$ cat config.mk
export PLATFORM = sky130hd
export DESIGN_NAME = player_input_frontend
export DESIGN_NICKNAME = d
export VERILOG_FILES = /design/src/rtl/player_input_frontend_pkg.sv /design/src/rtl/player_input_frontend_button_debouncer.sv /design/src/rtl/player_input_frontend.sv
export SDC_FILE = /design/constraint.sdc
export NUM_CORES = 1
export LEC_CHECK = 0
export BUFFER_PORTS_ARGS = -buffer_cell sky130_fd_sc_hd__buf_2
export CELL_PAD_IN_SITES_DETAIL_PLACEMENT = 1
export CELL_PAD_IN_SITES_GLOBAL_PLACEMENT = 1
export CORE_AREA = 2 2 49 51
export CTS_CLUSTER_SIZE = 40
export DETAILED_ROUTE_END_ITERATION = 16
export DIE_AREA = 0 0 51 53
export GPL_TIMING_DRIVEN = 1
export PLACE_DENSITY = 0.74
export SYNTH_ARGS = -nofsm -noshare
export SYNTH_HDL_FRONTEND = slang
export SYNTH_HIERARCHICAL = 1
export SYNTH_SLANG_ARGS = --single-unit
$ cat constraint.sdc
create_clock -name clk -period 1.95 [get_ports clk]
set_clock_uncertainty 0.05 [all_clocks]
set_input_delay 0.0975 -clock clk [delete_from_list [all_inputs] [get_ports clk]]
set_output_delay 0.0975 -clock clk [all_outputs]
set_load 0.02 [all_outputs]
$ cat src/rtl/player_input_frontend_pkg.sv
// Shared definitions for the arbiter game's button front end: default clock rate
// and the first-presser encodings.
package player_input_frontend_pkg;

  localparam int CLOCK_FREQ_DEF = 1000;

  localparam logic [1:0] FIRST_NONE = 2'b00;
  localparam logic [1:0] FIRST_P1   = 2'b01;
  localparam logic [1:0] FIRST_P2   = 2'b10;
  localparam logic [1:0] FIRST_TIE  = 2'b11;

  // Accept vector {p2,p1} maps directly onto the first-presser code.
  function automatic logic [1:0] first_code(input logic [1:0] acc);
    return acc;
  endfunction

endpackage

$ cat src/rtl/player_input_frontend_button_debouncer.sv
// One button channel: 2-flop synchroniser, mismatch counter, stable level and a
// single-cycle fall (press) event aligned with the stable register update.
module button_debouncer #(
  parameter int DEBOUNCE_COUNT = 20
) (
  input  logic clk,
  input  logic rst,
  input  logic btn_n_i,
  output logic fall_o
);

  localparam int CW = (DEBOUNCE_COUNT > 1) ? $clog2(DEBOUNCE_COUNT) : 1;

  logic          sync1_q, sync2_q;
  logic          stable_q, stable_d;
  logic [CW-1:0] cnt_q, cnt_d;

  always_ff @(posedge clk or posedge rst) begin
    if (rst) begin
      sync1_q  <= 1'b1;
      sync2_q  <= 1'b1;
      stable_q <= 1'b1;
      cnt_q    <= '0;
    end else begin
      sync1_q  <= btn_n_i;
      sync2_q  <= sync1_q;
      stable_q <= stable_d;
      cnt_q    <= cnt_d;
    end
  end

  // Any agreeing cycle restarts the count, so short glitches never get through.
  always_comb begin
    stable_d = stable_q;
    cnt_d    = '0;
    if (sync2_q != stable_q) begin
      if (cnt_q == CW'(DEBOUNCE_COUNT - 1)) begin
        stable_d = sync2_q;
      end else begin
        cnt_d = cnt_q + 1'b1;
      end
    end
  end

  // Event fires on the same edge the stable level drops, so req can latch then.
  assign fall_o = stable_q & ~stable_d;

endmodule

$ cat src/rtl/player_input_frontend.sv
// Two-player button front end: debounced press events latched into sticky
// requests plus first-presser reporting. Optional FALSE_START_EN adds foul tracking.
module player_input_frontend
  import player_input_frontend_pkg::*;
#(
  parameter int CLOCK_FREQ  = CLOCK_FREQ_DEF,
  parameter int DEBOUNCE_MS = 20
) (
  input  logic       clk,
  input  logic       reset,
  input  logic       player_1_in_n,
  input  logic       player_2_in_n,
  input  logic       arm_in,
  input  logic       clear_in,
  output logic       req1_out,
  output logic       req2_out,
  output logic [1:0] first_out,
  output logic [1:0] foul_out
);

  localparam int DEBOUNCE_COUNT = CLOCK_FREQ * DEBOUNCE_MS / 1000;

  logic [1:0] btn_n;
  logic [1:0] ev;
  logic [1:0] acc;
  logic [1:0] req_q, req_d;
  logic [1:0] first_q, first_d;
  logic [1:0] foul_blk;

  assign btn_n = {player_2_in_n, player_1_in_n};

  for (genvar p = 0; p < 2; p++) begin : g_btn
    button_debouncer #(.DEBOUNCE_COUNT(DEBOUNCE_COUNT)) u_deb (
      .clk     (clk),
      .rst     (reset),
      .btn_n_i (btn_n[p]),
      .fall_o  (ev[p])
    );
  end

`ifdef FALSE_START_EN
  logic [1:0] foul_q, foul_d;

  always_ff @(posedge clk or posedge reset) begin
    if (reset) foul_q <= 2'b00;
    else       foul_q <= foul_d;
  end

  // A press before the window opens disqualifies that player for the round.
  always_comb begin
    foul_d = foul_q | (ev & ~{2{arm_in}});
    if (clear_in) foul_d = 2'b00;
  end

  assign foul_blk = foul_q;
  assign foul_out = foul_q;
`else
  assign foul_blk = 2'b00;
  assign foul_out = 2'b00;
`endif

  assign acc = ev & {2{arm_in}} & ~req_q & ~foul_blk;

  always_comb begin
    req_d   = req_q | acc;
    first_d = first_q;
    if (first_q == FIRST_NONE && acc != 2'b00) first_d = first_code(acc);
    if (clear_in) begin
      req_d   = 2'b00;
      first_d = FIRST_NONE;
    end
  end

  always_ff @(posedge clk or posedge reset) begin
    if (reset) begin
      req_q   <= 2'b00;
      first_q <= FIRST_NONE;
    end else begin
      req_q   <= req_d;
      first_q <= first_d;
    end
  end

  assign req1_out  = req_q[0];
  assign req2_out  = req_q[1];
  assign first_out = first_q;

endmodule
Yosys cells after proc, flatten, opt, wreduce, memory -nomap -nowiden
Cells that the tools add are included.
{ "totals": {"wordCells": 39, "latchBits": 0, "inputBits": 6, "romBits": 0, "ff_bits": 20, "ram_bits": 0, "output_inout_bits": 6, "memories": 0} }
{ "op_classes": {"n_mul": 0, "n_addsub": 2, "n_lt_le_gt_ge": 0, "muxes": 11, "n_bitwise": 8, "n_reduce_logical": 4, "div_mod_pow": 0, "shift": 0, "n_eq_ne": 4} }
{ "op_table": {"columns": ["cell", "count"], "rows": [
  ["$mux 5", 4],
  ["$add 5x1->5 const B", 2],
  ["$eq 5x5->1 const B", 2],
  ["$mux 2", 3],
  ["$and 2x2->2", 2],
  ["$mux 1", 4],
  ["$reduce_bool 2->1", 2],
  ["$and 1x1->1", 2],
  ["$logic_not 2->1", 1],
  ["$ne 1x1->1", 2],
  ["$not 1->1", 2],
  ["$not 2->2", 1],
  ["$or 2x2->2", 1],
  ["$logic_and 1x1->1", 1]
]} }

Depth between registers and ports, before layout
{ "logic_depth": {"ltp_word": 11, "ltp_mapped": 6, "ltp_nobuf": 6} }

Modules after synthesis
The synthesis kept the hierarchy.
{ "by_module_without_submodules": {"columns": ["mod", "seq_area_each_um2", "area_per_inst_um2", "instances", "cells_per_inst"], "rows": [
  ["button_debouncer", 203.9, 369.1, 2, 29],
  ["player_input_frontend", 100.1, 180.2, 1, 18]
]} }

Worst setup path before layout
No wires, ideal clock.
{ "synth_timing": {"path_type": "register to register", "startpoint": "register g_btn[1].u_deb.cnt_q[0]", "endpoint": "register first_q[1], in the netlist first_out[1]", "synth_period_minus_slack_ns": 1.352, "t_arrival_ns": 1.225, "path_slack_ns": 0.598, "setup_time_ns": 0.077, "required_ns": 1.823, "n_path_buf": 0, "stages_incl_launch_ff": 7, "path_cell_list": "dfrtp_1 -> ha_1 -> inv_1 -> nor3_4 -> and3b_2 -> nand4bb_1 -> a21oi_1"} }
{ "synth_via": {"elab_chain_cells": 10, "elab_cells_between_ends": 12, "cone_classes": "eq/ne: 1; mux: 4; bitwise: 4; reduce/logical: 3"} }
{ "synth_lines": {"columns": ["item", "line", "source"], "rows": [
  ["from (decl)", "player_input_frontend_button_debouncer.sv:16", "logic [CW-1:0] cnt_q, cnt_d;"],
  ["from (signal assigned)", "player_input_frontend_button_debouncer.sv:28", "cnt_q <= cnt_d;"],
  ["$eq 5x5->1 *", "player_input_frontend_button_debouncer.sv:37", "if (cnt_q == CW'(DEBOUNCE_COUNT - 1)) begin"],
  ["$mux 1 *", "player_input_frontend_button_debouncer.sv:37", null],
  ["$mux 1 *", "player_input_frontend_button_debouncer.sv:36", "if (sync2_q != stable_q) begin"],
  ["$not 1->1 *", "player_input_frontend_button_debouncer.sv:46", "assign fall_o = stable_q & ~stable_d;"],
  ["$and 1x1->1 *", "player_input_frontend_button_debouncer.sv:46", null],
  ["named net ev[1]", "player_input_frontend.sv:24", "logic [1:0] ev;"],
  ["$and 2x2->2 * (2 in a row)", "player_input_frontend.sv:62", "assign acc = ev & {2{arm_in}} & ~req_q & ~foul_blk;"],
  ["$reduce_bool 2->1", "player_input_frontend.sv:67", "if (first_q == FIRST_NONE && acc != 2'b00) first_d = first_code(acc);"],
  ["$logic_and 1x1->1", "player_input_frontend.sv:67", null],
  ["$reduce_bool 2->1 (no line)", null, null],
  ["to (signal assigned)", "player_input_frontend.sv:80", "first_q <= first_d;"],
  ["to (decl)", "player_input_frontend.sv:27", "logic [1:0] first_q, first_d;"]
]} }
The timed path passes the listed nets; every way through them passes the cells marked *. The select of a mux whose other input is x is not followed.
A chain may end at the register's enable or synchronous reset.

Worst setup path after layout
Ends and elaborated chain as after synthesis.

==> implementation parameters <==
Parameter                              Value

Floorplanning
  DIE HEIGHT ... 53 µm
  Die X ... 51 µm
  Number of rows created at floorplan ... 17
  Initial Utilization ... 42.7%
  Ports placed on the boundary ... 12
  Die area ... ~2700 µm²
  Core Area ... 2150 µm²

Power and ir drop
  Clk pwr share ... 28.0%
  Net Switching ... 153 µW
  Switching fraction of total power ... approximately 22%
  Overall power after layout ... 688 µW
  Combinational share of power ... 7.5%
  Static power due to leakage ... 0.457 nW
  VDD IR max ... between 600 and 700 µV
  Int Pwr ... approximately 530 µW
  Power per Cell Area ... 653 nW/µm²
  Seq pwr share ... 64.5%

GRT
  Overall overflow remaining after global route ... 0
  Tot GR Track Use ... 13.4%
  Maximum number of pins on one net before global-route repair ... 12
  Antenna violations before repair ... 0
  Vias in the first global route ... 636
  Wire length of the first global-routing pass ... 2680 µm

Final layout
  Share of layout cells above drive strength 1 ... 30.4%
  Post-layout instance area ... 1050 µm²
  Number of antenna diodes ... 0
  Layout-stage area growth over the synthesis result ... 14.7%
  Nets ... 101

Yosys
  Cell type with the highest aggregate area in the netlist ... dfrtp_1
  Instance count of the mapped netlist ... 76
  Most instantiated flip-flop cell in the synthesis netlist ... dfrtp_1
  YS warnings ... 6
  Top cells by area in the synthesized netlist ... dfrtp_1, dfstp_2, nor3_4, a21oi_1, mux2_4
  Avg Cell Area, Syn ... 12.1 µm²
  Number of enable flip-flop cells after synthesis ... 0
  FF+latch count, synth ... 20
  Proportion of synthesized flip-flops having asynchronous set or reset ... 100%
  Count of distinct cell types in the synthesized netlist ... 24
  Yosys top cell area share ... 38.1%
  Synth cell count leaders ... dfrtp_1, inv_1, a21oi_1, dfstp_2
  Post-synth design cell area ... slightly above 900 µm²
  Sequential area share after synthesis ... 55.3%
  Leading cell type by number of instances after synthesis ... dfrtp_1

Detailed routing
  Sum of routed wire length over all layers ... roughly 1500 µm
  Remaining antenna violation count ... 0
  Count of routing violations after the opening detailed-route iteration ... 1
  Average routed wire per standard cell ... 12.5 µm
  Total number of vias ... 577
  Drt via density ... 4.81
  Number of remaining DRC errors ... 0
  Initial DRT Pass Iterations ... 2

Clocking
  Clock Root Buffer ... clkbuf_4
  Number of sinks handled by clock tree synthesis ... 20
  Clock buffers created by TritonCTS ... 3
  Maximum buffer depth of the clock tree ... 2
  Count of buffers added by post-CTS timing repair for setup ... 0
  Worst-path clk slew ... around 0.11 ns
  CTS tree ... built
  Cts repair resizes ... 0
  H-tree depth ... 1
  CTS Hold Buffers Added ... 4
  Clk_lat worst skew ... 0.29 ns

Timing
  Hold Violations, Final ... 0
  Final setup viols ... 0
  Final cycle utilization of the critical path ... 76.7%
  Max-slew violation count ... 0
  Fin worst setup slack ... 0.454 ns
  Highest clock rate ... 0.668 GHz
  RSZ-0062 raised after global routing ... false
  Setup_tns ... 0 ns
  Minimum clock period ... 1.50 ns

Worst setup path
  Arrival time at the worst endpoint ... 1.67 ns
  Type of destination of the critical path ... register
  CP startpoint kind ... register
  Worst-path maximum fanout ... 3
  Data required time at the worst endpoint ... 2.12 ns
  Worst Path Class, Setup ... reg -> reg

Hold path
  Min-delay worst type ... in -> reg

Job
  Max_cap viols ... 0

Placed design
  Setup slack at placement ... 0.453 ns
  Port Buf Inserts ... 9
  Dpl cell area ... slightly below 1000 µm²
  HPWL after DPL ... 1160 µm
  Final weighted congestion of routability-driven global placement ... approximately 0.71

Status
  Run status ... finished clean
-- critical path, stage by stage, from the launching register on --
cell and delay [ns]:
dfrtp_1 0.38, ha_1 0.20, inv_1 0.10, nor3_4 0.23, and3b_2 0.23, nand4bb_1 0.10, a21oi_1 0.15
-- cell usage in the layout, fill, tap and decap left out, drive strengths merged --
| cell | netlist | layout |
|---|---|---|
| a21oi | 6 | 6 |
| nor3 | 4 | 4 |
| dfrtp | 14 | 14 |
| ha | 2 | 2 |
| o21ai | 2 | 2 |
| nand2 | 2 | 2 |
| and3b | 2 | 2 |
| conb | 1 | 2 |
| and2b | 2 | 2 |
| xnor2 | 2 | 2 |
| clkbuf | 0 | 4 |
| nor2b | 2 | 2 |
| buf | 2 | 9 |
| nand4bb | 2 | 2 |
| xor2 | 2 | 2 |
| a31oi | 2 | 2 |
| nor2 | 4 | 4 |
| mux2 | 2 | 2 |
| nand3b | 4 | 4 |
| dlygate4sd3 | 0 | 4 |
| nand2b | 2 | 2 |
| inv | 7 | 7 |
| dfstp | 6 | 6 |
| nand4b | 2 | 2 |
| nand3 | 2 | 2 |
-- final timing paths --
| path | from | depth (start not counted) | slack [ns] | endpoint |
|---|---|---|---|---|
| worst max-delay path | g_btn[1].u_deb/cnt_q[0] | 6 | 0.45 | first_out[1] |
| worst min-delay path | arm_in | 3 | 0.06 | first_out[1] |
| worst max register to register | g_btn[1].u_deb/cnt_q[0] | 6 | 0.45 | first_out[1] |
| worst min register to register | g_btn[0].u_deb/sync1_q | 0 | 0.31 | g_btn[0].u_deb/sync2_q |
| max in group asynchronous | reset | 3 | 1.30 | g_btn[0].u_deb/sync1_q |
| min in group asynchronous | reset | 3 | 0.20 | req_q[1] |
-- per-layer routing --
layer / vias to the layer above / global-route usage (%) / share of wire [%]
li1: 286 / - / -
met1: 286 / 14.7 / 43
met2: 5 / 25.8 / 55
met3: 0 / 4.24 / 1.9
met4: 0 / 1.35 / 0
met5: - / 0 / 0
-- metrics by stage --
stage	instances	hold slack (ns)	util (%)
2_1_floorplan	77	-0.186	-
3_3_place_gp	112	-0.0410	46.0
3_5_place_dp	112	-0.0268	46.0
4_1_cts	120	0.0343	49.0
5_1_grt	120	0.0602	49.0
6_report	120	0.0568	49.0
-- layout make-up --
type	count	area, µm²
Inverter	7	26.3
Multi-Input combinational cell	48	373
Tap cell	28	35.0
Sequential cell	20	508
Clock buffer	4	26.3
Timing Repair Buffer	13	85.1
Fill cell	233	1090
-- logic make-up after synthesis --
kind of cell | synth area share (%)
compound gates | 5.72
xor+xnor | 3.82
fa+ha+maj | 2.72
buf+inv | 4.50
flops | 55.3
mux | 3.27
other cells | 0.408
simple gates | 24.3
-- power by group through the flow --
stage	sequential, mW	combinational [mW]	clock [mW]
6_report	0.444	0.0514	0.192
5_1_grt	0.447	0.0609	0.217
4_1_cts	0.444	0.0528	0.207
3_5_place_dp	0.452	0.0460	0
3_3_place_gp	0.451	0.0455	0
2_1_floorplan	0.449	0.0352	0
-- registers in the layout (all words and copies together), names as in the netlist --
| register | cells |
|---|---|
| g_btn.u_deb/cnt_q | 10 |
| first_out | 2 |
| req_q | 2 |
| g_btn.u_deb/stable_q | 2 |
| g_btn.u_deb/sync2_q | 2 |
| g_btn.u_deb/sync1_q | 2 |
Power figures use the tool's default switching activity.
